<file path="src/rtl/hqm_aw_rf_fifo_ctl_256x20_if.sv">
// Push/pop stream handshake between a producer/consumer and the RF-backed FIFO controller.
// The master side drives pushes and pop-acks; the slave side is the FIFO.
interface hqm_aw_rf_fifo_ctl_256x20_if #(
  parameter int DWIDTH = 20
);
  logic              in_valid;
  logic [DWIDTH-1:0] in_data;
  logic              in_ready;
  logic              out_valid;
  logic [DWIDTH-1:0] out_data;
  logic              out_ready;

  modport master (
    output in_valid, in_data, out_ready,
    input  in_ready, out_valid, out_data
  );

  modport slave (
    input  in_valid, in_data, out_ready,
    output in_ready, out_valid, out_data
  );
endinterface

</file>
<file path="src/rtl/hqm_aw_rf_fifo_ctl_256x20.sv">
// FIFO controller around an external 1-cycle-latency 2-port RF, with a 2-entry
// registered output buffer so the head is always served from flops.
module hqm_aw_rf_fifo_ctl_256x20 #(
  parameter int DEPTH  = 256,
  parameter int DWIDTH = 20,
  parameter int AWIDTH = 8
) (
  input  logic                     clk,
  input  logic                     rst_n,
  input  logic                     clr,
  hqm_aw_rf_fifo_ctl_256x20_if.slave s,
  output logic                     mem_we,
  output logic [AWIDTH-1:0]        mem_waddr,
  output logic [DWIDTH-1:0]        mem_wdata,
  output logic                     mem_re,
  output logic [AWIDTH-1:0]        mem_raddr,
  input  logic [DWIDTH-1:0]        mem_rdata,
  output logic [8:0]               depth,
  output logic                     err_ovf
);
  localparam int CW = AWIDTH + 1;

  logic [AWIDTH-1:0] wptr_q, rptr_q, raddr_q;
  logic [CW-1:0]     mem_cnt_q, mem_cnt_d;
  logic              rd_inflight_q;
  logic [1:0]        ob_cnt_q, ob_cnt_d;
  logic [DWIDTH-1:0] ob0_q, ob1_q;
  logic [8:0]        depth_q;
  logic              push, pop, issue, cap;
  logic [2:0]        occ;

  assign s.in_ready  = (mem_cnt_q < CW'(DEPTH));
  assign s.out_valid = (ob_cnt_q != 2'd0);
  assign s.out_data  = ob0_q;

  assign push = s.in_valid & s.in_ready & ~clr;
  assign pop  = s.out_valid & s.out_ready;
  assign cap  = rd_inflight_q & ~clr;
  // Slots already claimed in the output buffer; a pop this cycle frees one.
  assign occ   = {1'b0, ob_cnt_q} + {2'b00, rd_inflight_q};
  assign issue = ~clr & (mem_cnt_q != '0) & (occ < (3'd2 + {2'b00, pop}));

  assign mem_cnt_d = mem_cnt_q + CW'(push) - CW'(issue);
  assign ob_cnt_d  = ob_cnt_q + 2'(cap) - 2'(pop);

  assign mem_we    = push;
  assign mem_waddr = wptr_q;
  assign mem_wdata = s.in_data;
  assign mem_re    = issue;
  assign mem_raddr = issue ? rptr_q : raddr_q;
  assign depth     = depth_q;
  assign err_ovf   = s.in_valid & ~s.in_ready;

  always_ff @(posedge clk or negedge rst_n) begin
    if (!rst_n) begin
      wptr_q        <= '0;
      rptr_q        <= '0;
      raddr_q       <= '0;
      mem_cnt_q     <= '0;
      rd_inflight_q <= 1'b0;
      ob_cnt_q      <= 2'd0;
      ob0_q         <= '0;
      ob1_q         <= '0;
      depth_q       <= '0;
    end else if (clr) begin
      wptr_q        <= '0;
      rptr_q        <= '0;
      mem_cnt_q     <= '0;
      rd_inflight_q <= 1'b0;
      ob_cnt_q      <= 2'd0;
      depth_q       <= '0;
    end else begin
      if (push) wptr_q <= (wptr_q == AWIDTH'(DEPTH-1)) ? '0 : wptr_q + 1'b1;
      if (issue) begin
        rptr_q  <= (rptr_q == AWIDTH'(DEPTH-1)) ? '0 : rptr_q + 1'b1;
        raddr_q <= rptr_q;
      end
      mem_cnt_q     <= mem_cnt_d;
      rd_inflight_q <= issue;
      ob_cnt_q      <= ob_cnt_d;
      depth_q       <= 9'(mem_cnt_d) + 9'(issue) + 9'(ob_cnt_d);
      // Returning read data lands in the first free slot after any pop shift.
      if (pop) begin
        ob0_q <= (cap && ob_cnt_q == 2'd1) ? mem_rdata : ob1_q;
        if (cap && ob_cnt_q == 2'd2) ob1_q <= mem_rdata;
      end else if (cap) begin
        if (ob_cnt_q == 2'd0) ob0_q <= mem_rdata;
        else                  ob1_q <= mem_rdata;
      end
    end
  end
endmodule
</file>
<file path="src/flat_wrapper.sv">
// flat-port wrapper written by rule: the top's interface ports become plain ports
module hqm_aw_rf_fifo_ctl_256x20_flat 
#(
  parameter int DEPTH  = 256,
  parameter int DWIDTH = 20,
  parameter int AWIDTH = 8
)
  (clk, rst_n, clr, mem_we, mem_waddr, mem_wdata, mem_re, mem_raddr, mem_rdata, depth, err_ovf, s_in_valid, s_in_data, s_out_ready, s_in_ready, s_out_valid, s_out_data);
  hqm_aw_rf_fifo_ctl_256x20_if #(.DWIDTH(DWIDTH)) s_i ();
  input  logic clk;
  input  logic rst_n;
  input  logic clr;
  output logic mem_we;
  output logic [AWIDTH-1:0] mem_waddr;
  output logic [DWIDTH-1:0] mem_wdata;
  output logic mem_re;
  output logic [AWIDTH-1:0] mem_raddr;
  input  logic [DWIDTH-1:0] mem_rdata;
  output logic [8:0] depth;
  output logic err_ovf;
  input wire logic [$bits(s_i.in_valid)-1:0] s_in_valid;
  input wire logic [$bits(s_i.in_data)-1:0] s_in_data;
  input wire logic [$bits(s_i.out_ready)-1:0] s_out_ready;
  output wire logic [$bits(s_i.in_ready)-1:0] s_in_ready;
  output wire logic [$bits(s_i.out_valid)-1:0] s_out_valid;
  output wire logic [$bits(s_i.out_data)-1:0] s_out_data;
  assign s_i.in_valid = s_in_valid;
  assign s_i.in_data = s_in_data;
  assign s_i.out_ready = s_out_ready;
  assign s_in_ready = s_i.in_ready;
  assign s_out_valid = s_i.out_valid;
  assign s_out_data = s_i.out_data;
  hqm_aw_rf_fifo_ctl_256x20 #(.DEPTH(DEPTH), .DWIDTH(DWIDTH), .AWIDTH(AWIDTH)) u_core (.clk(clk), .rst_n(rst_n), .clr(clr), .s(s_i), .mem_we(mem_we), .mem_waddr(mem_waddr), .mem_wdata(mem_wdata), .mem_re(mem_re), .mem_raddr(mem_raddr), .mem_rdata(mem_rdata), .depth(depth), .err_ovf(err_ovf));
endmodule
</file>
<file path="config.mk">
export PLATFORM = sky130hd
export DESIGN_NAME = hqm_aw_rf_fifo_ctl_256x20_flat
export DESIGN_NICKNAME = d
export VERILOG_FILES = /design/src/rtl/hqm_aw_rf_fifo_ctl_256x20_if.sv /design/src/rtl/hqm_aw_rf_fifo_ctl_256x20.sv /design/src/flat_wrapper.sv
export SDC_FILE = /design/constraint.sdc
export NUM_CORES = 1
export LEC_CHECK = 0
export CORE_MARGIN = 4
export CORE_UTILIZATION = 35
export CTS_CLUSTER_DIAMETER = 80
export DETAILED_ROUTE_END_ITERATION = 16
export PLACE_DENSITY = 0.7
export SETUP_SLACK_MARGIN = 0.4
export SYNTH_ARGS = -nofsm -noshare
export SYNTH_HDL_FRONTEND = slang
export SYNTH_SLANG_ARGS = --single-unit
</file>
<file path="constraint.sdc">
create_clock -name clk -period 4.1 [get_ports clk]
set_input_delay 1.025 -clock clk [delete_from_list [all_inputs] [get_ports clk]]
set_output_delay 1.025 -clock clk [all_outputs]
set_load 0.02 [all_outputs]
</file>
==> flow_summary_export.csv <==
group,metric,value,unit
sta,worst_pin_slew,977,ps
floorplanning,row_count,40,
power_and_ir_drop,p_per_area,866,nW/um^2
placement,port_buffers,74,
worst_setup_path,r2r_setup_slack,340,ps
clock_network,path_clk_slew,60,ps
floorplanning,io_pins,115,
floorplanning,core,12200,um^2
layout,fillers,1145,
yosys,yosysWarnings,0,
global_routing,grt_usage,0.134,
power_and_ir_drop,p_comb_frac,0.566,
clock_network,numCtsBuffers,9,
layout,fin_util,0.478,
clock_network,clkLatencyLatePin,340,ps
worst_setup_path,worstPathRequired,4320,ps
yosys,synthCells,410,
detailed_routing,vias,3234,
clock_network,clock_path_buffers,2,
detailed_routing,drcViolationCount,0,
yosys,synth_seq_cells,85,
yosys,async_flop_share,1.00,
layout,register_area,2130,um^2
placement,gp_congestion,0.798,
worst_setup_path,critical_path_arrival,3980,ps
detailed_routing,wl,9.06,mm
worst_setup_path,reg2reg_depth,15,
clock_network,htree_levels,3,
yosys,synthFlopType,"dfrtp_1",
yosys,synth_nets,477,
sta,fin_skew,7.26,ps
worst_setup_path,end_kind,"flip-flop",
layout,multiInputGateArea,2120,um^2
sta,hold_viol,0,
layout,areaGrowthSynthToFinish,31.9,%
min_path,hp-class,"flip-flop to flip-flop",
floorplanning,die_y,120,um
clock_network,cts_hold_buf,0,
placement,hpwlAfterDp,6.54,mm
worst_setup_path,critPathLaunch,"u_core.ob_cnt_q[0]",
sta,min_period,3760,ps
power_and_ir_drop,seqPwrFrac,0.266,
layout,layout-drive-gt1-share,0.241,
worst_setup_path,path_class,"flip-flop to flip-flop",
sta,period_share,0.918,
worst_setup_path,cp-start-kind,"flip-flop",
clock_network,tritoncts,"done",
power_and_ir_drop,power_leakage,2.61,nW
detailed_routing,ant_nets,0,
detailed_routing,viasPerCell,4.86,
sta,finalSetupViolCount,0,
global_routing,gr-total-overflow,0,
status,status,"finished, final reports clean",
power_and_ir_drop,p_sw,1.96,mW
sta,fmax,266,MHz
min_path,worstHoldEndpoint,"u_core.raddr_q[4]",
clock_network,cts_sinks,85,
floorplanning,initial_core_util,0.362,
worst_setup_path,r2r-end,"u_core.depth[8]",
yosys,synth_edf_count,0,
yosys,synth_cell_types,52,
global_routing,grt_pass1_vias,3337,
job,maxCapViolations,0,
power_and_ir_drop,intPower,3.10,mW
power_and_ir_drop,clkPwrFrac,0.168,
power_and_ir_drop,ir_drop,0.000274,V
floorplanning,die_area,14500,um^2
sta,setup_tns,0,ps
placement,placed_cells,643,
layout,layout.nets,560,
yosys,ys_seq_area_frac,0.481,
sta,slew_headroom,0.347,
min_path,holdCritStartpoint,"u_core.raddr_q[4]",
layout,final_area,5830,um^2
yosys,synth_area,4420,um^2
worst_setup_path,path_max_fanout,2,
detailed_routing,drtIter0Drc,142,
sta,report.final.slew_viol_count,0,
global_routing,antenna_found_initial,0,
sta,rsz0062_at_grt,"yes",
layout,final_cells,666,
detailed_routing,drt_pass1_iterations,7,
clock_network,root_buffer,"clkbuf_16",
power_and_ir_drop,p_sw_frac,0.387,
detailed_routing,route.detailed.wl_per_inst,13.6,um
floorplanning,die_w,120,um
yosys,postSynthAreaPerCell,10.8,um^2
power_and_ir_drop,power,5.05,mW
global_routing,grt_pass1_wl,15.5,mm
min_path,hold_depth,1,
worst_setup_path,r2r-start,"u_core.ob_cnt_q[0]",
global_routing,grt_max_degree,51,
layout,antennaDiodeCount,0,
placement,placed_cell_area,5430,um^2
-- worst max-delay path, stage by stage, from the launching register on --
cell and delay, ps:
dfrtp_2 410, ha_1 200, ha_2 320, o21ai_2 60, nand2_2 80, nor2_4 50
ha_4 250, inv_2 40, ha_4 150, fa_1 540, inv_2 60, fa_2 350
or3_4 380, nor3_4 210, nor3b_4 220, mux2_4 310
-- cell usage after synthesis, types with 2 or more instances --
library cell  count  share of area
dfrtp_1          85           0.48
nor2_1           53          0.045
mux2_2           36          0.092
a21oi_1          31          0.035
inv_1            23          0.020
mux2i_1          21          0.048
buf_4            20          0.034
ha_1             19          0.054
nand2_1          14          0.012
xor2_1           12          0.024
clkbuf_1         10         0.0085
o21ai_0          10          0.011
xnor2_1           8          0.016
nand3_1           7         0.0079
nor2b_1           7         0.0099
and3_1            3         0.0042
fa_1              3          0.014
nor3_1            3         0.0034
a31oi_1           2         0.0028
and2_1            2         0.0028
and4_1            2         0.0040
buf_2             2         0.0023
nand2b_1          2         0.0028
nand4_1           2         0.0028
nor3b_1           2         0.0034
o2111ai_1         2         0.0040
o21a_1            2         0.0034
o31ai_1           2         0.0034
or3_1             2         0.0028
-- state kept, by name (all words and copies together) (netlist names) --
name,flops
u_core.s.out_data,20
u_core.rptr_q,8
u_core.ob1_q,20
u_core.raddr_q,8
u_core.mem_waddr,8
u_core.rd_inflight_q,1
u_core.mem_cnt_q,9
u_core.depth,9
u_core.ob_cnt_q,2
-- power by group through the flow --
| stage | sequential, mW | clock (mW) | combinational (mW) |
|---|---|---|---|
| floorplan | 1.49 | 0 | 1.66 |
| global placement | 1.34 | 0 | 2.71 |
| detailed placement | 1.36 | 0 | 2.76 |
| CTS | 1.35 | 0.882 | 2.78 |
| global route | 1.38 | 0.917 | 3.15 |
| finish | 1.34 | 0.849 | 2.86 |
-- metrics by stage --
| step | hold slack, ps | setup slack [ps] |
|---|---|---|
| 2_1_floorplan | 477 | -106 |
| 3_3_place_gp | 486 | -392 |
| 3_5_place_dp | 494 | -469 |
| 4_1_cts | 509 | 404 |
| 5_1_grt | 520 | 207 |
| 6_report | 503 | 338 |
-- layout by cell type (no fill, tap or decap), types with 8 or more instances in the layout --
master	synthesis	final
dlygate4sd2_1	0	8
nor2_1	53	52
mux2_2	36	36
xor2_1	12	12
ha_1	19	16
inv_1	23	19
clkdlybuf4s50_1	0	62
xnor2_1	8	8
mux2i_1	21	21
clkbuf_16	0	9
dfrtp_1	85	84
a21oi_1	31	30
buf_4	20	31
nand2_1	14	13
o21ai_0	10	8
-- worst max-delay path by stage --
stage / cells past startpoint / slack [ps] / end
3_5_place_dp: 15 / -470 / u_core.depth[8]
4_1_cts: 14 / 400 / u_core.depth[8]
2_1_floorplan: 15 / -110 / u_core.depth[8]
5_1_grt: 16 / 210 / u_core.depth[8]
3_3_place_gp: 15 / -390 / u_core.depth[8]
6_report: 15 / 340 / u_core.depth[8]
-- what timing repair did --
| action | in CTS | in global routing |
|---|---|---|
| buffers inserted | 2 | 5 |
| setup endpoints to repair | 15 | 13 |
| gates resized for setup | 17 | 15 |
| pin swaps | 4 | 9 |
-- layer usage --
layer	up-vias	wire, um	GRT usage
met5	-	0	0
met4	0	256	0.0737
met3	25	449	0.0323
met2	80	4300	0.213
met1	1576	4050	0.167
li1	1553	-	-
-- cell type report --
type                       count  share of cell area
sequential                    85               0.365
multi-input combinational    268               0.364
timing repair buffer         106               0.165
clock buffer                  12              0.0457
tap                          168              0.0360
inverter                      23              0.0148
clock inverter                 4             0.00922
-- cells by family after synthesis --
kind of cell	share of synthesized area
DFF	0.481
buffers and inverters	0.0676
and+or+nand+nor	0.124
xor gates and xnor gates	0.0396
AOI/OAI and AO/OA	0.0783
muxes	0.143
adders and majority gates	0.0673
Power figures use the tool's default switching activity.
